<file path="src/rtl/ps2_pkg.sv">
// ps2_pkg -- shared definitions for the PS/2 keyboard receiver.
//   rx_state_t     : receiver state encoding (IDLE, RX, CHECK)
//   PREFIX_EXT/REL : E0 (extended) and F0 (release) prefix bytes
//   IGNORED_CODES  : bytes that produce no key event and clear the prefix flags
//   is_ignored()   : membership test against IGNORED_CODES
package ps2_pkg;

    typedef enum logic [1:0] {
        ST_IDLE  = 2'd0,
        ST_RX    = 2'd1,
        ST_CHECK = 2'd2
    } rx_state_t;

    localparam logic [7:0] PREFIX_EXT = 8'hE0;
    localparam logic [7:0] PREFIX_REL = 8'hF0;

    localparam int NUM_IGNORED = 7;
    // Keyboard status/ack bytes that must never be reported as keys.
    localparam logic [8*NUM_IGNORED-1:0] IGNORED_CODES =
        {8'h00, 8'hAA, 8'hE1, 8'hEE, 8'hFA, 8'hFE, 8'hFF};

    function automatic logic is_ignored(input logic [7:0] code);
        logic hit;
        hit = 1'b0;
        for (int i = 0; i < NUM_IGNORED; i++) begin
            if (IGNORED_CODES[i*8 +: 8] == code) begin
                hit = 1'b1;
            end
        end
        return hit;
    endfunction

endpackage

</file>
<file path="src/rtl/ps2_line_filter.sv">
// ps2_line_filter -- 2-FF synchronizer plus debounce filter for one PS/2 line.
//   clk_sys : system clock
//   reset   : synchronous active-high reset (level returns to idle-high)
//   line    : raw asynchronous line
//   level   : filtered level; follows the line only after FILTER consecutive
//             synchronized samples that differ from the current level
//   fall    : one-cycle pulse, high in the same cycle level first reads 0
module ps2_line_filter #(
    parameter int FILTER = 4
) (
    input  logic clk_sys,
    input  logic reset,
    input  logic line,
    output logic level,
    output logic fall
);

    localparam int CW = (FILTER < 2) ? 1 : $clog2(FILTER + 1);

    logic          sync1_reg;
    logic          sync2_reg;
    logic          level_reg;
    logic          fall_reg;
    logic [CW-1:0] cnt_reg;

    always_ff @(posedge clk_sys) begin
        if (reset) begin
            sync1_reg <= 1'b1;
            sync2_reg <= 1'b1;
            level_reg <= 1'b1;
            fall_reg  <= 1'b0;
            cnt_reg   <= '0;
        end else begin
            sync1_reg <= line;
            sync2_reg <= sync1_reg;
            fall_reg  <= 1'b0;
            if (sync2_reg == level_reg) begin
                // Any sample agreeing with the current level restarts the run.
                cnt_reg <= '0;
            end else if (cnt_reg == CW'(FILTER - 1)) begin
                level_reg <= sync2_reg;
                fall_reg  <= level_reg;
                cnt_reg   <= '0;
            end else begin
                cnt_reg <= cnt_reg + 1'b1;
            end
        end
    end

    assign level = level_reg;
    assign fall  = fall_reg;

endmodule

</file>
<file path="src/rtl/ps2_key_gen.sv">
// ps2_key_gen -- PS/2 keyboard frame receiver and key event generator.
//   clk_sys   : system clock, all logic on its rising edge
//   reset     : synchronous active-high reset
//   ps2_clk   : raw PS/2 clock line (asynchronous, idle high)
//   ps2_data  : raw PS/2 data line (asynchronous, idle high)
//   ps2_key   : [10] toggles per event, [9] make, [8] extended, [7:0] scan code
//   frame_err : one-cycle pulse when a frame is discarded (bad parity/stop
//               bit or mid-frame inactivity timeout)
module ps2_key_gen
    import ps2_pkg::*;
#(
    parameter int CLK_HZ     = 25000000,
    parameter int TIMEOUT_US = 100,
    parameter int FILTER     = 4
) (
    input  logic        clk_sys,
    input  logic        reset,
    input  logic        ps2_clk,
    input  logic        ps2_data,
    output logic [10:0] ps2_key,
    output logic        frame_err
);

    // 64-bit product: the default parameters overflow 32-bit arithmetic.
    localparam longint TMO_CYC_L = longint'(TIMEOUT_US) * longint'(CLK_HZ) / 64'd1000000;
    localparam int     TMO_CYC   = int'(TMO_CYC_L);
    localparam int     TW        = $clog2(TMO_CYC + 1);

    logic raw_line   [2];
    logic filt_level [2];
    logic filt_fall  [2];

    assign raw_line[0] = ps2_clk;
    assign raw_line[1] = ps2_data;

    generate
        for (genvar gi = 0; gi < 2; gi++) begin : g_line
            ps2_line_filter #(
                .FILTER (FILTER)
            ) u_filter (
                .clk_sys (clk_sys),
                .reset   (reset),
                .line    (raw_line[gi]),
                .level   (filt_level[gi]),
                .fall    (filt_fall[gi])
            );
        end
    endgenerate

    logic clk_fall;
    logic data_level;
    logic data_fall_unused;

    assign clk_fall         = filt_fall[0];
    assign data_level       = filt_level[1];
    assign data_fall_unused = filt_fall[1] | filt_level[0];

    rx_state_t      state_reg;
    logic [3:0]     bit_cnt_reg;
    logic [8:0]     shift_reg;     // {parity, data[7:0]} once all bits are in
    logic [7:0]     byte_reg;
    logic           frame_ok_reg;
    logic           ext_reg;
    logic           rel_reg;
    logic [TW-1:0]  tmo_cnt_reg;
    logic [10:0]    key_reg;
    logic           frame_err_reg;

    always_ff @(posedge clk_sys) begin
        if (reset) begin
            state_reg     <= ST_IDLE;
            bit_cnt_reg   <= '0;
            shift_reg     <= '0;
            byte_reg      <= '0;
            frame_ok_reg  <= 1'b0;
            ext_reg       <= 1'b0;
            rel_reg       <= 1'b0;
            tmo_cnt_reg   <= '0;
            key_reg       <= '0;
            frame_err_reg <= 1'b0;
        end else begin
            frame_err_reg <= 1'b0;
            case (state_reg)
                ST_IDLE: begin
                    tmo_cnt_reg <= '0;
                    if (clk_fall && !data_level) begin
                        state_reg   <= ST_RX;
                        bit_cnt_reg <= 4'd1;
                        shift_reg   <= '0;
                    end
                end
                ST_RX: begin
                    // An edge always wins over an expiring timeout.
                    if (clk_fall) begin
                        tmo_cnt_reg <= '0;
                        bit_cnt_reg <= bit_cnt_reg + 4'd1;
                        if (bit_cnt_reg == 4'd10) begin
                            // This sample is the stop bit: judge the frame now so
                            // frame_err lines up with the CHECK cycle.
                            state_reg     <= ST_CHECK;
                            byte_reg      <= shift_reg[7:0];
                            frame_ok_reg  <= (^shift_reg) & data_level;
                            frame_err_reg <= ~((^shift_reg) & data_level);
                        end else begin
                            shift_reg <= {data_level, shift_reg[8:1]};
                        end
                    end else if (tmo_cnt_reg == TW'(TMO_CYC - 1)) begin
                        state_reg     <= ST_IDLE;
                        bit_cnt_reg   <= '0;
                        tmo_cnt_reg   <= '0;
                        frame_err_reg <= 1'b1;
                        ext_reg       <= 1'b0;
                        rel_reg       <= 1'b0;
                    end else begin
                        tmo_cnt_reg <= tmo_cnt_reg + 1'b1;
                    end
                end
                ST_CHECK: begin
                    state_reg   <= ST_IDLE;
                    bit_cnt_reg <= '0;
                    if (!frame_ok_reg) begin
                        ext_reg <= 1'b0;
                        rel_reg <= 1'b0;
                    end else if (byte_reg == PREFIX_EXT) begin
                        ext_reg <= 1'b1;
                    end else if (byte_reg == PREFIX_REL) begin
                        rel_reg <= 1'b1;
                    end else if (is_ignored(byte_reg)) begin
                        ext_reg <= 1'b0;
                        rel_reg <= 1'b0;
                    end else begin
                        key_reg <= {~key_reg[10], ~rel_reg, ext_reg, byte_reg};
                        ext_reg <= 1'b0;
                        rel_reg <= 1'b0;
                    end
                end
                default: begin
                    state_reg <= ST_IDLE;
                end
            endcase
        end
    end

    assign ps2_key   = key_reg;
    assign frame_err = frame_err_reg;

endmodule
</file>
<file path="config.mk">
export PLATFORM = sky130hd
export DESIGN_NAME = ps2_key_gen
export DESIGN_NICKNAME = d
export VERILOG_FILES = /design/src/rtl/ps2_pkg.sv /design/src/rtl/ps2_line_filter.sv /design/src/rtl/ps2_key_gen.sv
export SDC_FILE = /design/constraint.sdc
export NUM_CORES = 1
export LEC_CHECK = 0
export ABC_AREA = 1
export BUFFER_PORTS_ARGS = -buffer_cell sky130_fd_sc_hd__buf_2
export CORE_AREA = 2 2 73 75
export DETAILED_ROUTE_END_ITERATION = 10
export DIE_AREA = 0 0 75 77
export GPL_ROUTABILITY_DRIVEN = 0
export HOLD_SLACK_MARGIN = 0.1
export PLACE_DENSITY = 0.74
export SYNTH_ARGS = -nofsm -noshare
export SYNTH_HDL_FRONTEND = slang
export SYNTH_SLANG_ARGS = --single-unit
</file>
<file path="constraint.sdc">
create_clock -name clk_sys -period 2.1 [get_ports clk_sys]
set_clock_uncertainty 0.05 [all_clocks]
set_input_delay 0.42 -clock clk_sys [delete_from_list [all_inputs] [get_ports clk_sys]]
set_output_delay 0.42 -clock clk_sys [all_outputs]
set_load 0.1 [all_outputs]
</file>
==> key figures <==
Placement
  • Dpl cells: 468
  • Pre-CTS WS: 272 ps
  • I/O Buffers: 15
  • DPL Wire Length: between 4 and 5 mm

Setup path
  • Reg2Reg Setup Slack: 250 ps
  • Capturing point of the worst reg2reg path: shift_reg[7]$_SDFFE_PP0P_
  • Startpoint types: flip-flop
  • Worst r2r src: state_reg[1]$_SDFFE_PP0P_
  • Critical Path Sink Type: flip-flop
  • CP Class: flip-flop to flip-flop
  • CP required: ~2300 ps
  • WP data arrival: 2060 ps
  • Max FO, Critical Path: 13
  • Worst-case reg-to-reg path depth: 7

Cells and area
  • Share of layout cells above drive strength 1: 0.138
  • # nets final: 424
  • Final cell count without fillers: 484
  • Core Util, Final: 0.653
  • Max reg flops: 12
  • Area growth, synth to finish: 11.4%
  • N_diodes: 0

Global route
  • Pin count of the biggest net entering global routing: 24
  • GRT Residual Overflow: 0
  • GRT Util Overall: 0.220
  • Vias in the first global route: roughly 2300
  • Global-route wire length before repair: 9.81 mm
  • Initial antenna violation count: 0

Timing
  • Final setup vio count: 0
  • Min Tclk post-route: between 1500 and 2000 ps
  • Setup TNS: 0 ps
  • F_max: between 500 and 600 MHz
  • Period utilisation layout: 0.881
  • Final Hold Vio Count: 0
  • Rel. slew slack: 0.676
  • Number of max-slew violations in the final report: 0
  • RSZ-0062 raised after global routing: no
  • Setup ws final: 249 ps
  • Worst-margin pin slew: 490 ps

Floorplanning
  • Floorplan core area: 0.00498 mm^2
  • Die Height: roughly 77 um
  • Starting Density: 0.586
  • Die width: roughly 75 um
  • Cell row count: 26
  • DIE AREA: 0.00578 mm^2
  • I/O Pins: 16

Route
  • Via/cell ratio: 5.15
  • Vias: 2493
  • Drt total wl: 5.62 mm
  • Initial drt markers: 181
  • Pre-antenna DRT Iters: 4
  • Per-cell routed wire length: 11.6 um
  • Post-route ant nets: 0
  • Residual DRC: 0

Power and ir drop
  • Pwr/cell area: 772 mW/mm^2
  • Tot Pwr: 2510 uW
  • P_leak: 0.00134 uW
  • Peak supply drop: 0.440 mV

Synth
  • Syn Nets: just over 400
  • Post-synth top area cell: dfxtp_1
  • Synth top area share: 0.432
  • Seq/Total Area, Yosys: 0.432
  • Post-Synthesis Mean Instance Area: 7.48 um^2
  • Post-synthesis sequential element count: 63
  • Top cells by area, synth: dfxtp_1, nand2_1, inv_1, nor2_1, a21oi_1
  • Warning count from the yosys run: 0
  • Synth cell types: 36
  • Post-Syn Area: 0.00292 mm^2
  • Syn Inst Count: 390

Clock tree
  • Longest Clk Path Bufs: 2
  • TritonCTS clock tree: yes
  • CTS Sinks: 63
  • Clock-pin slew on the worst setup and hold paths: 60 ps
  • CTS root buf: clkbuf_8
  • H-tree levels: 3
  • CTS Hold Buffers Added: 0
  • Post-CTS Resized: 0
  • Setup Buffers After CTS: 0
  • CTS buffer count: 9
  • Clock Latency Late Sink: 340 ps

Worst hold path
  • Hold EP: g_line[1].u_filter.sync1_reg$_SDFF_PP1_
  • Hold WC Path Type: input pin to flip-flop
  • Hold wc startpoint: ps2_data
  • Hold Path Depth: 2

Run
  • Maxcap violations: 0

Run status
  • Outcome: finished clean
## power by group
group	leakage, uW	switching (uW)	internal, uW	total (uW)
combinational	0.000730	153	78.7	232
sequential	0.000510	21.3	1220	1240
clock	0.0000981	459	573	1030
total	0.00134	634	1880	2510
## layout by cell type, fill, tap and decap left out, types with 11 or more instances in the layout
master,count
nand2_1,73
dfxtp_1,63
inv_1,45
nor2_1,42
a21oi_1,28
o21ai_0,26
nand3_1,23
buf_2,15
nor3_1,11
ha_1,11
## routing by layer
layer | track usage | share of wire | up-vias
li1 | - | - | 1316
met1 | 0.276 | 0.47 | 1113
met2 | 0.341 | 0.47 | 50
met3 | 0.0578 | 0.035 | 14
met4 | 0.109 | 0.026 | 0
met5 | 0 | 0 | -
## worst max-delay path, cell delays in order, from the launching register on
cell     delay, ps
dfxtp_1        340
inv_1           90
ha_1           350
buf_4          240
nand4_1        120
nand3_2        220
nand2_1        190
a22oi_1        180
## worst max-delay path by stage
stage                                         start                      endpoint  slack [ps]
after floorplan           state_reg[1]$_SDFFE_PP0P_     shift_reg[1]$_SDFFE_PP0P_         500
after global placement    state_reg[1]$_SDFFE_PP0P_     shift_reg[7]$_SDFFE_PP0P_         320
after detailed placement  state_reg[1]$_SDFFE_PP0P_  tmo_cnt_reg[10]$_SDFFE_PP0P_         270
after CTS                 state_reg[1]$_SDFFE_PP0P_     shift_reg[7]$_SDFFE_PP0P_         250
after global routing      state_reg[1]$_SDFFE_PP0P_     shift_reg[7]$_SDFFE_PP0P_          20
final                     state_reg[1]$_SDFFE_PP0P_     shift_reg[7]$_SDFFE_PP0P_         250
## Yosys cell counts
master,n
nor4_1,1
nand3_2,3
buf_4,4
clkinv_1,1
a21oi_1,28
inv_1,45
nand2_1,73
dfxtp_1,63
a22oi_1,2
a31oi_1,2
nor2_2,3
nor3b_1,1
or2_2,6
o211ai_1,1
xor2_1,3
buf_2,2
o21a_1,1
nor3_1,11
o21ai_0,26
nor2_4,3
nand2_2,2
nand4_1,7
o21ai_1,1
inv_2,2
nor3b_2,1
nor2_1,42
clkbuf_1,5
nor4_2,1
o21ai_2,1
a211oi_1,3
nand3_1,23
ha_1,11
xnor2_1,4
o22ai_1,6
o21bai_1,1
a211o_1,1
## kinds of logic (layout without fill, tap and decap cells)
logic type	count (synthesis)	in the layout	share of synthesized area
AOI/OAI and AO/OA	73	73	0.138
xor gates and xnor gates	7	7	0.0210
adders and majority gates	11	11	0.0471
buffers and inverters	59	83	0.0819
DFF	63	63	0.432
and+or+nand+nor	177	177	0.280
## metrics by stage
stage	instance area, um^2	hold slack [ps]
after floorplan	2920	339
after global placement	3050	343
after detailed placement	3050	349
after CTS	3250	207
after global routing	3250	209
final	3250	217
## cell type report
cell class,instances,area [um^2]
fill,447,1730
multi-input combinational,268,1420
sequential,63,1260
inverter,48,180
clock buffer,10,138
timing repair buffer,19,105
tap,70,87.6
clock inverter,6,60.1
(Power assumes the default switching activity.)
